**src/rtl/perf_pkg.sv**
```systemverilog
// Shared definitions for the performance counter bank and the display mux.
package perf_pkg;

   // Run/freeze FSM encoding; the display mux decodes these values directly.
   typedef enum logic [1:0] {
      ST_IDLE   = 2'd0,
      ST_RUN    = 2'd1,
      ST_FROZEN = 2'd2
   } perf_state_t;

   localparam int DEF_NUM_CH = 4;
   localparam int DEF_CNT_W  = 32;

endpackage

```
**src/rtl/perf_counter_cell.sv**
```systemverilog
// One live event counter with its sticky overflow flag.
// Wraps to zero or holds at all-ones on overflow, selected by SATURATE.
module perf_counter_cell #(
   parameter int CNT_W    = 32,
   parameter int SATURATE = 0
) (
   input  logic             clk,
   input  logic             rst_n,
   input  logic             inc,
   input  logic             clr,
   output logic [CNT_W-1:0] cnt,
   output logic             ovf
);

   logic [CNT_W-1:0] cnt_reg, cnt_next;
   logic             ovf_reg, ovf_next;

   // Next-state: clear dominates; an increment from all-ones flags overflow.
   always_comb begin
      cnt_next = cnt_reg;
      ovf_next = ovf_reg;
      if (clr) begin
         cnt_next = '0;
         ovf_next = 1'b0;
      end else if (inc) begin
         if (cnt_reg == '1) begin
            ovf_next = 1'b1;
            cnt_next = (SATURATE != 0) ? cnt_reg : '0;
         end else begin
            cnt_next = cnt_reg + 1'b1;
         end
      end
   end

   // Counter and overflow state, cleared asynchronously by reset.
   always_ff @(posedge clk or negedge rst_n) begin
      if (!rst_n) begin
         cnt_reg <= '0;
         ovf_reg <= 1'b0;
      end else begin
         cnt_reg <= cnt_next;
         ovf_reg <= ovf_next;
      end
   end

   assign cnt = cnt_reg;
   assign ovf = ovf_reg;

endmodule

```
**src/rtl/perf_counter_bank.sv**
```systemverilog
// Bank of NUM_CH event counters beside the CPU core: run/freeze FSM,
// per-channel live counters, snapshot shadows and a registered readout.
module perf_counter_bank
   import perf_pkg::*;
#(
   parameter int NUM_CH   = DEF_NUM_CH,
   parameter int CNT_W    = DEF_CNT_W,
   parameter int SATURATE = 0,
   parameter int CYCLE_CH = 1,
   parameter int SEL_W    = $clog2(NUM_CH)
) (
   input  logic              clkN,
   input  logic              rst,
   input  logic              start,
   input  logic              halt,
   input  logic              clr,
   input  logic              snap,
   input  logic [NUM_CH-1:0] ev,
   input  logic [SEL_W-1:0]  sel,
   output logic [CNT_W-1:0]  rd_data,
   output logic [NUM_CH-1:0] ovf,
   output logic              run
);

   localparam logic [SEL_W:0] NUM_CH_L = (SEL_W+1)'(NUM_CH);

   perf_state_t      state_reg;
   logic             run_reg;
   logic [CNT_W-1:0] live       [NUM_CH];
   logic [CNT_W-1:0] shadow_reg [NUM_CH];
   logic [CNT_W-1:0] rd_data_reg;
   logic [NUM_CH-1:0] ovf_vec;

   // FSM with registered run flag; clr returns to IDLE from any state and beats start.
   always_ff @(posedge clkN or negedge rst) begin
      if (!rst) begin
         state_reg <= ST_IDLE;
         run_reg   <= 1'b0;
      end else if (clr) begin
         state_reg <= ST_IDLE;
         run_reg   <= 1'b0;
      end else begin
         case (state_reg)
            ST_IDLE: if (start) begin
               state_reg <= ST_RUN;
               run_reg   <= 1'b1;
            end
            ST_RUN: if (halt) begin
               state_reg <= ST_FROZEN;
               run_reg   <= 1'b0;
            end
            ST_FROZEN: begin
               state_reg <= ST_FROZEN;
               run_reg   <= 1'b0;
            end
            default: begin
               state_reg <= ST_IDLE;
               run_reg   <= 1'b0;
            end
         endcase
      end
   end

   // Counting is gated on the registered state, so the start cycle is skipped
   // and the halt cycle (still in RUN) is included.
   genvar gi;
   generate
      for (gi = 0; gi < NUM_CH; gi++) begin : g_ch
         logic inc;
         assign inc = (state_reg == ST_RUN) &&
                      (ev[gi] || (gi == 0 && CYCLE_CH != 0));
         perf_counter_cell #(
            .CNT_W    (CNT_W),
            .SATURATE (SATURATE)
         ) u_cell (
            .clk   (clkN),
            .rst_n (rst),
            .inc   (inc),
            .clr   (clr),
            .cnt   (live[gi]),
            .ovf   (ovf_vec[gi])
         );
      end
   endgenerate

   // Snapshot captures the pre-increment / pre-clear live values.
   always_ff @(posedge clkN or negedge rst) begin
      if (!rst) begin
         for (int i = 0; i < NUM_CH; i++) shadow_reg[i] <= '0;
      end else if (snap) begin
         for (int i = 0; i < NUM_CH; i++) shadow_reg[i] <= live[i];
      end
   end

   // Registered readout of the selected shadow; out-of-range selects read zero.
   always_ff @(posedge clkN or negedge rst) begin
      if (!rst) begin
         rd_data_reg <= '0;
      end else if ({1'b0, sel} < NUM_CH_L) begin
         rd_data_reg <= shadow_reg[sel];
      end else begin
         rd_data_reg <= '0;
      end
   end

   assign rd_data = rd_data_reg;
   assign ovf     = ovf_vec;
   assign run     = run_reg;

endmodule
```
**config.mk**
```make
export PLATFORM = sky130hd
export DESIGN_NAME = perf_counter_bank
export DESIGN_NICKNAME = d
export VERILOG_FILES = /design/src/rtl/perf_pkg.sv /design/src/rtl/perf_counter_cell.sv /design/src/rtl/perf_counter_bank.sv
export SDC_FILE = /design/constraint.sdc
export NUM_CORES = 1
export LEC_CHECK = 0
export ABC_CLOCK_PERIOD_IN_PS = 2400
export CORE_UTILIZATION = 25
export CTS_CLUSTER_SIZE = 8
export DETAILED_ROUTE_END_ITERATION = 8
export PLACE_DENSITY = 0.41
export SLEW_MARGIN = 20
export SYNTH_ARGS = -nofsm -noshare
export SYNTH_HDL_FRONTEND = slang
export SYNTH_SLANG_ARGS = --single-unit
```
**constraint.sdc**
```tcl
create_clock -name clkN -period 2.4 [get_ports clkN]
set_input_delay 0.48 -clock clkN [delete_from_list [all_inputs] [get_ports clkN]]
set_output_delay 0.48 -clock clkN [all_outputs]
set_load 0.005 [all_outputs]
```
==> flow_summary.json, run 1 <==
{
  "ys_seq_area_share_pct": 56.1,
  "track_usage_pct": 13.7,
  "n_fill_cell": 5082,
  "finalCritPeriodShare_pct": 92.4,
  "fp.dieH_um": 231,
  "clkSinkCount": 295,
  "dieWidth_um": 231,
  "max_freq_mhz": 451,
  "peakVddDrop_uv": 465,
  "num_io_pins": 49,
  "slowest_stage": "or3_1",
  "dp_hpwl_um": 24900,
  "syn_to_final_growth_pct": 23.5,
  "via_per_inst": 4.55,
  "fin_skew_ps": 11.9,
  "synth_flop_cell": "dfrtp_1",
  "leakage_nw": 7.13,
  "cts_tree": "done",
  "dp_slack_ps": -215,
  "antenna_found_initial": 2,
  "syn_area_per_cell_um2": 12.1,
  "critPathMaxStageDelay_ps": 390,
  "cts_setup_buffers": 0,
  "crit_path_end_kind": "flip-flop",
  "cap_violations": 0,
  "firstDrtPassIters": 4,
  "clock-root-buffer": "clkbuf_16",
  "period_needed_ps": 2220,
  "worstSetupPathType": "reg2reg",
  "maxSlewViolCount": 0,
  "worst_slack_ps": 183,
  "yosys_warnings": 0,
  "ys_types": 44,
  "async_reset_ff_share_pct": 100,
  "numPortBuffers": 47,
  "nets": 1234,
  "drc_errors": 0,
  "grt_pass1_vias": 9173,
  "grt_pass1_wl_um": 56000,
  "wl_um": 34900,
  "tightest_slew_ps": 587,
  "powerDensity_mw_per_mm2": 690,
  "holdWs_ps": 468,
  "worst-r2r-setup-slack_ps": 180,
  "start_util_pct": 25.5,
  "path_cells": "inv_1, ha_4, buf_12, a21oi_1, or3_1, or3_4, or3_1, a21oi_1",
  "synth.net_count": 1104,
  "vias": 8640,
  "power_mw": 11.2,
  "drt_iter0_markers": 619,
  "clock_path_buffers": 3,
  "drive_gt1_share_pct": 25.8,
  "hold_class": "in2async",
  "cp.arrival_ps": 2680,
  "finalHoldViolations": 0,
  "crit_fanout": 6,
  "crit_family": "simple AND/OR/NAND/NOR gates",
  "gp_congestion": 0.780,
  "synth_area_mm2": 0.0132,
  "dieArea_mm2": 0.0535,
  "num_rows": 83,
  "clk_pin_slew_ps": 50,
  "slew_headroom_pct": 60.9,
  "wire_per_inst_um": 18.4,
  "critPathRequiredTime_ps": 2860,
  "cts_made_buffers": 42,
  "ys_ff_latch": 295,
  "cts_max_level": 2,
  "core_mm2": 0.0516,
  "cp-start-kind": "flip-flop",
  "finalSetupViolCount": 0,
  "grt_max_degree": 68,
  "grt.overflow.total": 0,
  "critPathBufInv": 2,
  "status": "finished clean",
  "clkLatencyLatePin_ps": 540,
  "ant_nets": 0,
  "syn-instance-count": 1085,
  "grt_setup_unrepaired": "no",
  "synth-edff-count": 0
}
==> cell usage in the layout, fill, tap and decap left out, types with 5 or more instances in the layout <==
master           instances
clkbuf_16               43
o21ai_0                 11
xor2_1                  49
or3_1                   16
ha_1                     6
mux2_2                 129
nor2_1                 138
a21oi_1                 18
clkdlybuf4s50_1         43
xnor2_1                 59
buf_12                  15
inv_1                   20
nor3_1                  35
and3_1                  13
nand3_1                 46
buf_4                   80
or4_1                    5
dfrtp_1                295
mux4_2                  32
nand4_1                 49
nor4_1                  18
and4_1                   9
nand2_1                 43
==> layout make-up <==
type                    count  area [um^2]  area share, %
inverters                  21         78.8          0.485
clock inverters             1         8.76         0.0539
clock buffers              44         1080           6.65
well taps                 680          851           5.24
flip-flops and latches    295         7380           45.4
multi-input cells         713         5480           33.7
diodes                      1         2.50         0.0154
repair buffers            142         1370           8.41
==> synthesized netlist by cell type (all sizes together) (2+ instances only) <==
master    n  area share, %
o211ai    2           0.11
nor3b     2           0.11
ha        7           0.67
nor4     18           0.86
xnor2    59            3.9
a21oi    19           0.72
nand4    51            2.5
and4     10           0.68
dfrtp   295             56
o21ai    11           0.42
nor3     35            1.3
clkbuf   32           0.91
a21o      2           0.11
nor2    138            3.9
and2      4           0.20
or4       5           0.29
xor2     49            3.3
mux4     32            5.5
a22o      3           0.20
buf      24           0.95
nand2b    3           0.14
and3     14           0.68
mux2    129             11
or3      17           0.81
o41ai     3           0.20
inv      20           0.57
nand3    47            1.8
mux2i     3           0.23
nand2    43            1.2
==> metrics by stage <==
step / util (%) / TNS, ps / std cells / instance area, um^2
CTS: 31.4 / 0 / 1896 / 16200
global placement: 29.3 / -1910 / 1850 / 15100
global route: 31.5 / 0 / 1896 / 16200
detailed placement: 29.3 / -2040 / 1850 / 15100
floorplan: - / 0 / 1085 / 13200
finish: 31.5 / 0 / 1897 / 16200
==> repair_timing <==
| item | CTS | global route |
|---|---|---|
| resized for setup | 1 | 2 |
| hold buffers | 1 | 0 |
| setup endpoints to repair | 3 | 5 |
| endpoints found under the hold margin | 43 | 0 |
==> kinds of logic after synthesis <==
logic type	share of synthesized area (%)
AOI/OAI and AO/OA	2.14
adders and majority gates	0.666
buffers and inverters	2.46
DFF	56.1
muxes	16.8
xor gates and xnor gates	7.19
and+or+nand+nor	14.7
==> worst register-to-register path, cell delays in order (launching register included) <==
cell	delay [ps]
dfrtp_1	370
inv_1	130
ha_4	200
buf_12	110
a21oi_1	120
or3_1	390
or3_4	370
or3_1	320
a21oi_1	150
==> layer usage <==
metal | GRT usage (%) | share of wire (%) | routed length [um] | vias to the layer above
met5 | 0 | 0 | 0 | -
met4 | 4.49 | 2.6 | 908 | 0
met3 | 2.18 | 3.4 | 1180 | 49
li1 | - | - | - | 4089
met2 | 21.2 | 45 | 15900 | 118
met1 | 19.4 | 49 | 16900 | 4384
==> power breakdown <==
part	switching [mW]	internal [mW]	total [mW]
logic	0.489	0.396	0.886
clock network	2.05	3.13	5.18
registers	0.0712	5.07	5.14
==> worst paths after layout <==
kind	depth (start not counted)	from	end
worst max register to register	8	state_reg[1]$_DFFE_PN0P_	g_ch[1].u_cell.cnt[27]$_DFFE_PN0P_
min in group clkN	1	shadow_reg[37]$_DFFE_PN0P_	shadow_reg[37]$_DFFE_PN0P_
worst max-delay path	8	state_reg[1]$_DFFE_PN0P_	g_ch[1].u_cell.cnt[27]$_DFFE_PN0P_
worst min register to register	1	shadow_reg[37]$_DFFE_PN0P_	shadow_reg[37]$_DFFE_PN0P_
max in group asynchronous	3	rst	rd_data[7]$_DFF_PN0_
worst min-delay path	2	rst	shadow_reg[95]$_DFFE_PN0P_
Note: power is estimated with default switching activity, not from simulation.
==> run 2: changes to the inputs <==
--- a/config.mk
+++ b/config.mk
@@ -6,6 +6,7 @@
 export NUM_CORES = 1
 export LEC_CHECK = 0
 export ABC_CLOCK_PERIOD_IN_PS = 2400
+export CORE_ASPECT_RATIO = 0.8
 export CORE_UTILIZATION = 25
 export CTS_CLUSTER_SIZE = 8
 export DETAILED_ROUTE_END_ITERATION = 8
==> run 2 against run 1 <==
  * Largest power group unchanged
  * Total power is 0.86% higher
  * Cell area decreased by 0.55%
  * Clock power is 3% higher
==> flow_summary.json, run 2 (same netlist as run 1, synthesis figures left out) <==
{
  "status": "finished clean",
  "drive_gt1_share_pct": 24.7,
  "dieWidth_um": 258,
  "powerDensity_mw_per_mm2": 699,
  "crit_family": "simple AND/OR/NAND/NOR gates",
  "slowest_stage": "or4_1",
  "firstDrtPassIters": 4,
  "hold_start": "snap",
  "r2r_start": "g_ch[1].u_cell.cnt[8]$_DFFE_PN0P_",
  "core_mm2": 0.0515,
  "antenna_cells": 0,
  "clkSinkCount": 295,
  "cts_made_buffers": 42,
  "gp_congestion": 0.801,
  "critPathRequiredTime_ps": 2810,
  "critPathBufInv": 2,
  "period_needed_ps": 2260,
  "n_fill_cell": 5258,
  "critPathMaxStageDelay_ps": 650,
  "ant_nets": 0,
  "via_per_inst": 4.56,
  "dieArea_mm2": 0.0535,
  "tightest_slew_ps": 555,
  "clock-root-buffer": "clkbuf_16",
  "final_cell_mix": "295 x dfrtp_1, 138 x nor2_1, 129 x mux2_2",
  "cp-start-kind": "flip-flop",
  "finalCritPeriodShare_pct": 94.2,
  "vias": 8587,
  "startpoint": "g_ch[1].u_cell.cnt[8]$_DFFE_PN0P_",
  "finalSetupViolCount": 0,
  "path_cells": "nand3_2, or4_1, buf_4, o41ai_2, buf_4, nor2_1",
  "cap_violations": 0,
  "grt_pass1_wl_um": 54400,
  "fp.dieH_um": 207,
  "crit_path_end_kind": "flip-flop",
  "mostFrequentLayoutCell": "dfrtp_1",
  "numPortBuffers": 47,
  "seq_area_mm2": 0.00738,
  "num_io_pins": 49,
  "nets": 1218,
  "cp.arrival_ps": 2670,
  "holdWs_ps": 415,
  "cts_setup_buffers": 0,
  "num_rows": 74,
  "drt_iter0_markers": 387,
  "crit_fanout": 20,
  "clkLatencyLatePin_ps": 540,
  "slew_headroom_pct": 63.0,
  "finalHoldViolations": 0,
  "start_util_pct": 25.5,
  "dp_hpwl_um": 24400,
  "grt_pass1_vias": 8767,
  "max_freq_mhz": 442,
  "wl_um": 34000,
  "peakVddDrop_uv": 428,
  "clock_path_buffers": 3,
  "leakage_nw": 7.06,
  "worstSetupPathType": "reg2reg",
  "clk_pin_slew_ps": 50,
  "wire_per_inst_um": 18.1,
  "multi_input_comb_area_mm2": 0.00547,
  "syn_to_final_growth_pct": 22.8,
  "grt.overflow.total": 0,
  "drc_errors": 0,
  "cts_max_level": 2,
  "cts_tree": "done",
  "antenna_found_initial": 3,
  "hold_class": "in2reg",
  "power_mw": 11.3,
  "grt_max_degree": 62,
  "track_usage_pct": 13.2,
  "fin_skew_ps": 8.57,
  "cp_common_cell": "buf_4",
  "grt_setup_unrepaired": "no",
  "maxSlewViolCount": 0
}
==> run 2: timing repair <==
item	in CTS	in global routing
gates resized for setup	0	2
endpoints found under the setup margin	0	8
endpoints found under the hold margin	54	0
hold buffers	1	0
==> run 2: final timing paths <==
check,to,slack (ps),cells past startpoint
min in group asynchronous,g_ch[0].u_cell.cnt[25]$_DFFE_PN0P_,510,2
hold / removal,shadow_reg[24]$_DFFE_PN0P_,410,2
max in group asynchronous,g_ch[0].u_cell.cnt[7]$_DFFE_PN0P_,1210,3
hold reg to reg,shadow_reg[0]$_DFFE_PN0P_,500,1
setup reg to reg,g_ch[1].u_cell.cnt[7]$_DFFE_PN0P_,140,6
setup / recovery,g_ch[1].u_cell.cnt[7]$_DFFE_PN0P_,140,6
==> run 2: report_power, final <==
group | internal [mW] | total [mW] | switching (mW)
logic | 0.342 | 0.801 | 0.459
registers | 5.07 | 5.15 | 0.0784
clock network | 3.26 | 5.35 | 2.10
==> run 2: area by class of cell <==
type | count | area share (%)
flip-flops and latches | 295 | 45.7
multi-input cells | 713 | 33.9
repair buffers | 126 | 7.67
clock buffers | 46 | 6.99
well taps | 684 | 5.30
inverters | 21 | 0.488
==> run 2: per-stage QoR <==
step                worst slack [ps]  cell area, um^2  std cells  setup TNS, ps  utilization, %
finish                           139            16200       1885              0            31.4
global route                    27.5            16200       1885              0            31.4
CTS                             21.2            16100       1885              0            31.4
detailed placement              -146            15000       1838          -1240            29.1
global placement                -140            15000       1838          -1000            29.1
floorplan                       39.3            13200       1085              0               -
==> run 2: layer usage <==
metal  up-vias  wire length [um]  global-route usage, %
li1       4069                 -                      -
met1      4342             17900                   20.5
met2       119             14000                   18.2
met3        57              1290                   2.28
met4         0               910                   4.53
met5         -                 0                      0
